<file path="config.mk">
export PLATFORM = sky130hd
export DESIGN_NAME = fetch_unit
export DESIGN_NICKNAME = d
export VERILOG_FILES = /design/src/rtl/fetch_unit.sv
export SDC_FILE = /design/constraint.sdc
export NUM_CORES = 1
export LEC_CHECK = 0
export ABC_AREA = 1
export BUFFER_PORTS_ARGS = -buffer_cell sky130_fd_sc_hd__buf_2
export CAP_MARGIN = 20
export CORE_MARGIN = 10
export CORE_UTILIZATION = 46
export DETAILED_ROUTE_END_ITERATION = 7
export GPL_TIMING_DRIVEN = 0
export PLACE_DENSITY = 0.7
export RECOVER_POWER = 25
export SYNTH_ARGS = -nofsm -noshare
export SYNTH_HDL_FRONTEND = slang
export SYNTH_SLANG_ARGS = --single-unit
</file>
<file path="constraint.sdc">
create_clock -name clk_i -period 4 [get_ports clk_i]
set_input_delay 0.2 -clock clk_i [delete_from_list [all_inputs] [get_ports clk_i]]
set_output_delay 0.2 -clock clk_i [all_outputs]
set_load 0.1 [all_outputs]
</file>
<file path="src/rtl/fetch_unit.sv">
// Instruction fetch stage: PC, credit-limited request/grant/response fetch,
// 2-entry instruction FIFO toward decode, and branch/jump redirect with response dropping.
//
// state | meaning
// BOOT  | first cycle after reset, no fetch requests issued
// RUN   | normal fetching, requests limited by out_cnt + fifo_cnt < 2
module fetch_unit #(
  parameter logic [31:0] RESET_PC = 32'h0000_0000
) (
  input  logic        clk_i,
  input  logic        rst_ni,
  input  logic        branch_i,
  input  logic        jump_i,
  input  logic [31:0] target_i,
  output logic        imem_req_o,
  output logic [31:0] imem_addr_o,
  input  logic        imem_gnt_i,
  input  logic        imem_rvalid_i,
  input  logic [31:0] imem_rdata_i,
  output logic        instr_valid_o,
  output logic [31:0] instr_o,
  output logic [31:0] instr_pc_o,
  input  logic        instr_ready_i
);

  typedef enum logic {BOOT, RUN} state_t;

  state_t      state, state_next;
  logic [31:0] pc;
  logic [31:0] target_word;
  logic [1:0]  out_cnt, out_cnt_next;
  logic [1:0]  fifo_cnt;
  logic [1:0]  drop_cnt;

  logic [31:0] pcq [2];
  logic        pcq_wr, pcq_rd;

  logic [31:0] fifo_ins [2];
  logic [31:0] fifo_pc  [2];
  logic        fifo_rd;
  logic        fifo_wr;

  logic redirect, grant, resp, drop_resp, push, pop;

  assign target_word  = target_i & 32'hFFFF_FFFC;
  assign redirect     = branch_i | jump_i;
  assign grant        = imem_req_o & imem_gnt_i;
  assign resp         = imem_rvalid_i;
  assign drop_resp    = resp && (drop_cnt != 2'd0);
  assign push         = resp && !drop_resp && !redirect;
  assign pop          = instr_valid_o && instr_ready_i && !redirect;
  assign out_cnt_next = out_cnt + {1'b0, grant} - {1'b0, resp};
  assign fifo_wr      = fifo_rd ^ fifo_cnt[0];

  always_ff @(posedge clk_i) begin
    if (!rst_ni) state <= BOOT;
    else         state <= state_next;
  end

  always_comb begin
    state_next = state;
    case (state)
      BOOT:    state_next = RUN;
      RUN:     state_next = RUN;
      default: state_next = BOOT;
    endcase
  end

  // Request depends only on registered state so it never combinationally follows gnt or redirect.
  always_comb begin
    imem_req_o = (state == RUN) && (({1'b0, out_cnt} + {1'b0, fifo_cnt}) < 3'd2);
  end

  always_ff @(posedge clk_i) begin
    if (!rst_ni) begin
      pc       <= RESET_PC;
      out_cnt  <= 2'd0;
      fifo_cnt <= 2'd0;
      drop_cnt <= 2'd0;
      pcq_wr   <= 1'b0;
      pcq_rd   <= 1'b0;
      fifo_rd  <= 1'b0;
    end else begin
      out_cnt <= out_cnt_next;
      if (grant) pcq_wr <= ~pcq_wr;
      if (resp)  pcq_rd <= ~pcq_rd;

      if (redirect)   pc <= target_word;
      else if (grant) pc <= pc + 32'd4;

      // Everything still in flight after a redirect belongs to the old path.
      if (redirect)       drop_cnt <= out_cnt_next;
      else if (drop_resp) drop_cnt <= drop_cnt - 2'd1;

      if (redirect) begin
        fifo_cnt <= 2'd0;
        fifo_rd  <= 1'b0;
      end else begin
        if (pop) fifo_rd <= ~fifo_rd;
        fifo_cnt <= fifo_cnt + {1'b0, push} - {1'b0, pop};
      end
    end
  end

  always_ff @(posedge clk_i) begin
    if (grant) pcq[pcq_wr] <= pc;
    if (push) begin
      fifo_ins[fifo_wr] <= imem_rdata_i;
      fifo_pc[fifo_wr]  <= pcq[pcq_rd];
    end
  end

  assign imem_addr_o   = pc;
  assign instr_valid_o = (fifo_cnt != 2'd0);
  assign instr_o       = instr_valid_o ? fifo_ins[fifo_rd] : 32'd0;
  assign instr_pc_o    = instr_valid_o ? fifo_pc[fifo_rd]  : 32'd0;

  resp_has_outstanding: assert property (@(posedge clk_i) disable iff (!rst_ni)
    imem_rvalid_i |-> (out_cnt != 2'd0));

endmodule
</file>
* Word-level counts from Yosys, hierarchy flattened
Memory sizes are Yosys's and may differ from the RTL's. A register that Yosys moved wholly into a read port is not among the register bits. Cells that the tools add are included.
Word-level totals: register bits after elaboration 42, bits in writable memories 192, memories kept 3
Memories:
- fifo_ins | words 2, width 32, rd ports 1, clocked after Yosys merged registers in 1, wr ports 1, RTL line 38 | logic [31:0] fifo_ins [2];
- fifo_pc | words 2, width 32, rd ports 1, clocked after Yosys merged registers in 1, wr ports 1, RTL line 39 | logic [31:0] fifo_pc [2];
- pcq | words 2, width 32, rd ports 1, clocked after Yosys merged registers in 1, wr ports 1, RTL line 35 | logic [31:0] pcq [2];
Operators by class: add/sub/neg operators 7, order comparisons 1, muxes and demuxes 17, bitwise logic cells 7, reduce and logical (&&, ||, !) cells 13
Operator list (number):
- $mux W32 | 4
- $add A32 B3 Y32 const B | 1
- $mux W1 | 11
- $reduce_bool A2 Y1 | 4
- $logic_and A1 B1 Y1 | 6
- $add A2 B1 Y2 | 2
- $mux W2 | 2
- $not A1 Y1 | 4
- $sub A2 B1 Y2 | 2
- $add A2 B2 Y3 | 1
- $lt A3 B2 Y1 const B | 1
- $logic_not A1 Y1 | 2
- $reduce_or A2 Y1 | 1
- $sub A2 B1 Y2 const B | 1
- $and A1 B1 Y1 | 1
- $or A1 B1 Y1 | 1
- $xor A1 B1 Y1 | 1

* Logic depth before layout (Yosys ltp)
Gate-level depths: netlist of the first run.
word-level depth 7, gate-level depth with buffers 13, depth with buffers taken out 12

* Least setup slack after synthesis of the first run
No wires, ideal clock.
path kind input to register, start point input jump_i, end point memory fifo_ins[0][0], enable pin, data arrival time 3471 ps, data required time 3517 ps, setup slack 47 ps, stages 5, path buffers 2, cell sequence nor2_1 -> buf_2 -> buf_2 -> nand3_1 -> nor2_1
On the way: cells in the longest elaborated chain, start to end 5
Ends and longest elaborated chain:
- start, declared | RTL line 13 | input logic jump_i,
- $or A1 B1 Y1 | RTL line 46 | assign redirect = branch_i | jump_i;
- $logic_not A1 Y1 | RTL line 50 | assign push = resp && !drop_resp && !redirect;
- $logic_and A1 B1 Y1 | RTL line 50
- $mux W1 | RTL line 107 | if (push) begin
- $mux W1 (not written as such) | RTL line 108 | fifo_ins[fifo_wr] <= imem_rdata_i;
- end, declared | RTL line 38
Every way passes these cells.

* Worst setup path in the final report of the first run
start point register fifo_cnt[1], end point output instr_o[2]
On the way: cells in the longest elaborated chain, start to end 2
Ends and longest elaborated chain:
- start, declared | RTL line 32 | logic [1:0] fifo_cnt;
- start signal, assigned | RTL line 100 | fifo_cnt <= fifo_cnt + {1'b0, push} - {1'b0, pop};
- $reduce_bool A2 Y1 | RTL line 114 | assign instr_valid_o = (fifo_cnt != 2'd0);
- $mux W32 | RTL line 115 | assign instr_o = instr_valid_o ? fifo_ins[fifo_rd] : 32'd0;
- end, declared | RTL line 21 | output logic [31:0] instr_o,
Every way passes these cells.

==> results of run 1 <==
==> where the power goes <==
part / switching, uW / internal [uW] / total (uW)
registers: 71.5 / 2660 / 2740
logic: 442 / 182 / 623
clock network: 845 / 1190 / 2040
total: 1360 / 4040 / 5400
==> layout by cell type (no fill, tap or decap), types with 9 or more instances in the layout <==
| cell type | n |
|---|---|
| a21oi_1 | 82 |
| a31oi_1 | 10 |
| buf_2 | 153 |
| clkbuf_1 | 47 |
| clkbuf_16 | 25 |
| clkinv_1 | 9 |
| dfxtp_1 | 42 |
| dlygate4sd3_1 | 46 |
| edfxtp_1 | 184 |
| inv_1 | 41 |
| mux2_2 | 30 |
| nand2_1 | 256 |
| nand3_1 | 47 |
| nor2_1 | 84 |
| nor2_4 | 9 |
==> metal layers <==
metal	routed length, um	vias up
met5	0	-
met4	449	0
met3	1880	35
met2	11000	274
met1	10200	3217
li1	-	3488
==> critical path, cell delays in order (launching register included) <==
cell,delay (ns)
dfxtp_1,0.35
nor2_1,0.79
clkbuf_1,0.51
a21oi_1,0.13
buf_2,0.33
==> synthesized netlist by cell type, drive strengths merged <==
cell type / count / area share
nand2: 261 / 0.10
o21ai: 8 / 0.0042
o221ai: 1 / 0.00092
dfxtp: 42 / 0.089
nand3: 48 / 0.026
nor3b: 1 / 0.00079
nand4: 3 / 0.0020
or2: 1 / 0.00066
nor3: 5 / 0.0026
inv: 44 / 0.017
ha: 6 / 0.0079
edfxtp: 184 / 0.58
clkbuf: 26 / 0.010
buf: 15 / 0.0099
mux2: 30 / 0.036
o211ai: 5 / 0.0040
fa: 1 / 0.0021
conb: 1 / 0.00039
a211oi: 1 / 0.00079
a31oi: 10 / 0.0066
xor2: 4 / 0.0037
o21a: 1 / 0.00079
and2: 1 / 0.00066
xnor2: 3 / 0.0028
a21oi: 82 / 0.043
clkinv: 1 / 0.00039
nor2: 95 / 0.042
==> per-stage QoR <==
stage | area, um^2 | hold slack [ns]
floorplan | 9510 | 0.228
global placement | 10700 | 0.380
detailed placement | 10800 | 0.383
CTS | 12000 | 0.00637
global route | 12000 | 0.0526
finish | 12000 | 0.0306
==> cell families (layout without fill, tap and decap cells) <==
group | after synthesis | count (layout) | synth area share
compound gates | 108 | 108 | 0.0605
xor+xnor | 7 | 7 | 0.00645
fa+ha+maj | 7 | 7 | 0.0100
buf+inv | 86 | 340 | 0.0379
flops | 226 | 226 | 0.670
mux | 30 | 30 | 0.0356
other cells | 1 | 4 | 0.000395
simple gates | 415 | 415 | 0.179
==> final cells by class <==
| type | count | area [um^2] |
|---|---|---|
| multi-input combinational | 571 | 2810 |
| tap | 270 | 338 |
| clock buffer | 30 | 644 |
| sequential | 226 | 6370 |
| clock inverter | 12 | 77.6 |
| timing repair buffer | 212 | 1350 |
| fill | 1682 | 8350 |
| buffer | 41 | 191 |
| inverter | 45 | 169 |
==> flip-flops by register name (all words and copies together) (netlist names), named ones only <==
register,flops
drop_cnt,2
fifo_cnt,2
fifo_ins,64
fifo_pc,60
fifo_rd,1
imem_addr_o,30
out_cnt,2
pcq,60
pcq_rd,1
pcq_wr,1
state,1
==> final timing paths <==
kind                            slack [ns]     endpoint  cells past startpoint           from
worst min-delay path                  0.03       pcq_rd                      3  imem_rvalid_i
worst max-delay path                  1.16   instr_o[2]                      4    fifo_cnt[1]
worst min register to register        0.52       pcq_rd                      2         pcq_rd
worst max register to register        1.27  drop_cnt[1]                     13    fifo_cnt[0]
==> metrics.txt, run 1 <==
status finished, final reports clean; Clock Pin Slew Worst Setup and Hold Paths 0.06 ns; initial DRC count 581; CP startpoint kind flop; Power Total 5400 uW; post-DP HPWL 16.5 mm; grt ovf 0; flops & latches, synth 226; Mapped Area 0.00950 mm^2; input/output buffers 162; total track usage 0.171; GP Congestion 0.909; largest net degree at the start of global routing 31; final core occ 0.589; met3 Use GR 0.0353; Ys Warns 0; Initial Util 0.468; Post-CTS Setup Bufs 0; synth unique cells 34; CP endpoint kind primary output; vias in the first global route 7020; Top Usage Layer GRT met2; final setup violation count 0; sequential fraction of the synthesis area 0.670; CTS max path bufs 3; CP max FO 10; Final Hold Viols 0; Setup Skew 0.0173 ns; antenna violations before repair 0; PD cells 452 mW/mm^2; Peak VDD IR 0.356 mV; IO Pins 169; Area growth syn-to-layout 25.8%; Post-route DRC 0; # rows 52; Die Span Y 164 um; fin crit period 2.84 ns; setup TNS 0 ns; chip width 164 um; worst endpoint data arrival time 2.64 ns; wirelength, routed 23.5 mm; share of layout cells above drive strength 1 0.214; H-tree levels 1; post-route ant nets 0; core area 0.0203 mm^2; via/cell ratio 4.99; CTS Hold Bufs 46; Worst-Margin Slew 1.02 ns; Max-slew headroom 0.317; met2 Track Usage GR 0.287; clk sinks 226; Root Buffer clkbuf_16; pre-CTS WS 1.28 ns; Worst Path Required 3.80 ns; RSZ-0062 raised after global routing no; Max Clk Rate 0.352 GHz; post-synthesis cell count 880; post-CTS sizing 0; setup ws final 1.16 ns; die area 0.0268 mm^2; diode count 0; Clock Latency Late Sink 0.51 ns; max cap viols 0; first drt pass iteration count 6; first-pass GRT wire length 36.8 mm; Final Max Tran Viols 0; Via Count 7014; WS Path Type reg2out; M1 GR Usage 0.222; Inserted Clock Buffers 24; CTS tree built; period utilization 0.709; Tightest Hold Check Type in2reg; placed instance count 1319; Final nets 1199; routed len/inst 16.7 um; Synth Area per Inst 10.8 um^2; LEAKAGE 0.00460 uW; Finished Layout Cells 1407
No activity file was read; power rests on OpenSTA's default activity.
==> inputs of run 2 (changes only) <==
Clock period 4 ns to 2.3 ns, I/O delays scaled along.
==> metrics.txt, run 2 (synthesized netlist as in run 1, its figures left out) <==
Post-route DRC 0 (unchanged); Final Max Tran Viols 0 (unchanged); Max-slew headroom 0.472 (was 0.317); IO Pins 169 (unchanged); grt ovf 0 (unchanged); Worst-Margin Slew 0.791 ns (was 1.02 ns); total track usage 0.180 (was 0.171); first drt pass iteration count 5 (was 6); Root Buffer clkbuf_16 (unchanged); # rows 52 (unchanged); Seq pwr share 0.488 (was 0.507); fin crit period 2.33 ns; max cap viols 0 (unchanged); Largest regs fifo_ins: 64 flops, fifo_pc: 60 flops, pcq: 60 flops (unchanged); Clock Latency Late Sink 0.52 ns (was 0.51 ns); H-tree levels 1 (unchanged); LEAKAGE 0.00477 uW (was 0.00460 uW); Initial Util 0.468 (unchanged); post-route ant nets 0 (unchanged); share of layout cells above drive strength 1 0.299 (was 0.214); vias in the first global route 7245 (was 7020); placed instance count 1320 (was 1319); die area 0.0268 mm^2 (unchanged); setup TNS -0.0331 ns (was 0 ns); WS Path Type reg2reg (was reg2out); CP max FO 6 (was 10); CTS tree built (unchanged); Comb power frac 0.123 (was 0.115); chip width 164 um (unchanged); via/cell ratio 5.02 (was 4.99); met2 Track Usage GR 0.305 (was 0.287); diode count 0 (unchanged); CTS max path bufs 3 (unchanged); Most flops, register fifo_ins (unchanged); initial DRC count 549 (was 581); largest net degree at the start of global routing 29 (was 31); Worst Path Required 2.75 ns (was 3.80 ns); setup ws final -0.0331 ns (was 1.16 ns); Tightest Hold Check Type in2reg (unchanged); max reg flops 64 (unchanged); P_int 7300 uW (was 4040 uW); final setup violation count 1 (was 0); final core occ 0.627 (was 0.589); worst endpoint data arrival time 2.78 ns (was 2.64 ns); Setup Skew 0.0120 ns (was 0.0173 ns); switch share 0.253 (was 0.252); GP Congestion 0.900 (was 0.909); Final Hold Viols 0 (unchanged); Die Span Y 164 um (unchanged); routed len/inst 17.3 um (was 16.7 um); failing checks negative setup slack; Clk pwr share 0.390 (was 0.378); Clock Pin Slew Worst Setup and Hold Paths 0.06 ns (about the same); Inserted Clock Buffers 24 (unchanged); wirelength, routed 24.8 mm (was 23.5 mm); Final nets 1225 (was 1199); met3 Use GR 0.0375 (was 0.0353); first-pass GRT wire length 38.5 mm (was 36.8 mm); CP endpoint kind flop (was primary output); post-DP HPWL 16.6 mm (was 16.5 mm); status complete, but fails checks (was finished, final reports clean); Area growth syn-to-layout 34.0% (was 25.8%); period utilization 1.01; Finished Layout Cells 1435 (was 1407); PD cells 768 mW/mm^2 (was 452 mW/mm^2); RSZ-0062 raised after global routing yes (was no); Peak VDD IR 0.648 mV (was 0.356 mV); input/output buffers 162 (unchanged); Max Clk Rate 0.429 GHz; CP startpoint kind flop (unchanged); core area 0.0203 mm^2 (unchanged); NetSw 2470 uW (was 1360 uW); M1 GR Usage 0.229 (was 0.222); Via Count 7198 (was 7014); most frequent cells in the layout 255 x nand2_1, 184 x edfxtp_1, 90 x buf_2 (was 256 x nand2_1, 184 x edfxtp_1, 153 x buf_2); antenna violations before repair 0 (unchanged); clk sinks 226 (unchanged); Top Usage Layer GRT met2 (unchanged); most common cell after layout, fill and taps aside nand2_1 (unchanged)
## run 2: critical path, cell delays in order, from the launching register on
cell and delay [ns]:
dfxtp_2 0.34, nand2_2 0.07, inv_2 0.03, fa_1 0.46, nor2_2 0.12, nand3_2 0.11
buf_8 0.16, ha_4 0.26, inv_2 0.04, ha_4 0.15, xor2_2 0.14, xor2_1 0.19
nand2_1 0.08, a21oi_1 0.12
## run 2: final cells by class
type,instances,area [um^2]
Clock inverter,14,155
Multi-Input combinational cell,573,3120
Inverter,45,169
Timing Repair Buffer,237,1720
Clock buffer,30,633
Sequential cell,226,6370
Tap cell,270,338
Fill cell,1580,7570
Buffer,40,223
## run 2: timing repair
item / in CTS / in global routing
resized for setup: 76 / 26
endpoints found under the setup margin: 125 / 92
hold buffers: 62 / 0
pin swaps: 6 / 6
hold endpoints to repair: 98 / 0
buffers inserted: 6 / 2
cloned: 2 / 0
## run 2: path summary, 6_finish.rpt
kind / depth (start not counted) / slack (ns) / from / endpoint
setup reg to reg: 13 / -0.03 / out_cnt[0] / drop_cnt[1]
setup / recovery: 13 / -0.03 / out_cnt[0] / drop_cnt[1]
hold / removal: 5 / 0.02 / target_i[20] / imem_addr_o[20]
hold reg to reg: 2 / 0.52 / fifo_cnt[1] / fifo_cnt[1]
## run 2: power groups by stage
stage / registers [uW] / clock network (uW) / logic, uW
2_1_floorplan: 5080 / 0 / 517
3_3_place_gp: 4840 / 0 / 1010
3_5_place_dp: 4840 / 0 / 1050
4_1_cts: 4760 / 3890 / 1180
5_1_grt: 4780 / 4040 / 1290
6_report: 4770 / 3810 / 1200
## run 2: layer usage
metal	wire, um	part of all wire
met1	10600	0.43
met2	11800	0.48
met5	0	0
met3	1930	0.078
met4	456	0.018
## run 2: metrics by stage
stage	worst slack [ns]	hold WS [ns]	instance area [um^2]	power, uW
final	-0.0331	0.0199	12700	9770
after global routing	-0.174	0.0495	12700	10100
after CTS	-0.125	0.00155	12700	9840
after detailed placement	-0.287	0.294	11000	5890
after global placement	-1.48	0.291	10900	5860
after floorplan	-0.694	0.143	9770	5600
==> inputs of run 3 (changes only) <==
Settings changed: RECOVER_POWER 25 to 100.
==> metrics.txt, run 3 (synthesized netlist as in run 1, its figures left out) <==
RSZ-0062 raised after global routing yes (unchanged); Max-slew headroom 0.203 (was 0.472); setup ws final -0.0350 ns (was -0.0331 ns); Clock Pin Slew Worst Setup and Hold Paths 0.06 ns (about the same); Root Buffer clkbuf_16 (unchanged); CP endpoint kind flop (unchanged); DR WL met3 1.87 mm (was 1.93 mm); Setup Skew 0.0132 ns (was 0.0120 ns); GP Congestion 0.900 (unchanged); Area growth syn-to-layout 33.9% (was 34.0%); Clk pwr share 0.391 (was 0.390); Initial Util 0.468 (unchanged); max cap viols 0 (unchanged); chip width 164 um (unchanged); Max Clk Rate 0.428 GHz (was 0.429 GHz); Power Total 9760 uW (was 9770 uW); largest net degree at the start of global routing 29 (unchanged); P_int 7280 uW (was 7300 uW); via/cell ratio 5.02 (about the same); diode count 0 (unchanged); Clock Latency Late Sink 0.52 ns (about the same); switch share 0.254 (was 0.253); WS Path Type reg2reg (unchanged); fin crit period 2.34 ns (was 2.33 ns); initial DRC count 543 (was 549); met2 wire length 11.8 mm (about the same); share of layout cells above drive strength 1 0.272 (was 0.299); LEAKAGE 0.00475 uW (was 0.00477 uW); first drt pass iteration count 5 (unchanged); vias in the first global route 7245 (unchanged); Die Span Y 164 um (unchanged); first-pass GRT wire length 38.5 mm (unchanged); Fillers 1584 (was 1580); cells along the critical path nand2_2 -> inv_2 -> fa_1 -> nor2_2 -> nand3_2 -> buf_8 -> ha_4 -> inv_2 -> ha_4 -> xor2_2 -> xor2_1 -> nand2_1 -> a21oi_1 (unchanged); clk sinks 226 (unchanged); grt ovf 0 (unchanged); Register Area 0.00637 mm^2 (unchanged); Finished Layout Cells 1435 (unchanged); period utilization 1.02 (was 1.01); CTS max path bufs 3 (unchanged); Slowest-stage cell, CP fa_1 (unchanged); PD cells 767 mW/mm^2 (was 768 mW/mm^2); most common cell after layout, fill and taps aside nand2_1 (unchanged); setup TNS -0.0350 ns (was -0.0331 ns); Comb power frac 0.121 (was 0.123); Largest regs fifo_ins: 64 flops, fifo_pc: 60 flops, pcq: 60 flops (unchanged); area occupied by multi-input gates 0.00312 mm^2 (unchanged); CP max FO 6 (unchanged); CTS tree built (unchanged); H-tree levels 1 (unchanged); final core occ 0.627 (about the same); core area 0.0203 mm^2 (unchanged); wl on met1 10.7 mm (was 10.6 mm); CP startpoint kind flop (unchanged); die area 0.0268 mm^2 (unchanged); status complete, but fails checks (unchanged); Post-route DRC 0 (unchanged); crit-path max cell delay 0.46 ns (about the same); final setup violation count 1 (unchanged); antenna violations before repair 0 (unchanged); input/output buffers 162 (unchanged); reg2reg setup slack -0.04 ns (was -0.03 ns); Final nets 1225 (unchanged); worst endpoint data arrival time 2.78 ns (about the same); Via Count 7209 (was 7198); IO Pins 169 (unchanged); Inserted Clock Buffers 24 (unchanged); Tightest Hold Check Type in2reg (unchanged); # rows 52 (unchanged); max reg flops 64 (unchanged); wirelength, routed 24.8 mm (about the same); Final Hold Viols 0 (unchanged); most frequent cells in the layout 255 x nand2_1, 184 x edfxtp_1, 81 x nor2_1 (was 255 x nand2_1, 184 x edfxtp_1, 90 x buf_2); Most flops, register fifo_ins (unchanged); failing checks negative setup slack (unchanged); Worst-Margin Slew 1.20 ns (was 0.791 ns); Final Max Tran Viols 0 (unchanged); routed len/inst 17.3 um (about the same); post-route ant nets 0 (unchanged); Peak VDD IR 0.643 mV (was 0.648 mV); NetSw 2480 uW (was 2470 uW); Seq pwr share 0.488 (about the same); placed instance count 1320 (unchanged); uppermost routed layer met4 (unchanged); Worst Path Required 2.75 ns (about the same); total track usage 0.180 (unchanged); post-DP HPWL 16.6 mm (unchanged)
## run 3: through the flow
step / cell area (um^2) / hold slack (ns) / setup WS, ns
finish: 12700 / 0.0191 / -0.0350
global route: 12700 / 0.0495 / -0.174
CTS: 12700 / 0.00155 / -0.125
detailed placement: 11000 / 0.294 / -0.287
global placement: 10900 / 0.291 / -1.48
floorplan: 9770 / 0.143 / -0.694
## run 3: final timing paths
check | start | endpoint | cells past startpoint
worst min register to register | fifo_cnt[1] | fifo_cnt[1] | 2
worst max-delay path | out_cnt[0] | drop_cnt[1] | 13
worst min-delay path | target_i[20] | imem_addr_o[20] | 5
worst max register to register | out_cnt[0] | drop_cnt[1] | 13
## run 3: routing by layer
layer,vias up,GRT usage
met5,-,0
met4,0,0.0487
met3,29,0.0375
met2,286,0.305
met1,3343,0.229
li1,3551,-
## run 3: what timing repair did
item                                    4_1_cts  5_1_grt
buffers inserted                              6        2
gates resized for setup                      76       26
pin swaps                                     6        6
endpoints found under the setup margin      125       92
hold endpoints to repair                     98        0
hold buffers                                 62        0
gates cloned                                  2        0
## run 3: area by class of cell
class                      count  share of cell area
sequential                   226               0.501
multi-input combinational    573               0.245
clock buffer                  30              0.0498
timing repair buffer         237               0.135
clock inverter                14              0.0122
inverter                      45              0.0133
buffer                        40              0.0175
tap                          270              0.0266
## run 3: worst max-delay path: cells and delay by family (launching register included)
family          cells  cell delay [ns]
compound gates      1             0.12
xor+xnor            2             0.33
fa+ha+maj           3             0.87
buf+inv             3             0.23
flops               1             0.34
simple gates        4             0.38
## run 3: power groups by stage
stage | Combinational, uW | Sequential (uW) | Clock [uW]
finish | 1180 | 4770 | 3810
floorplan | 517 | 5080 | 0
detailed placement | 1050 | 4840 | 0
global placement | 1010 | 4840 | 0
CTS | 1180 | 4760 | 3890
global route | 1270 | 4780 | 4040
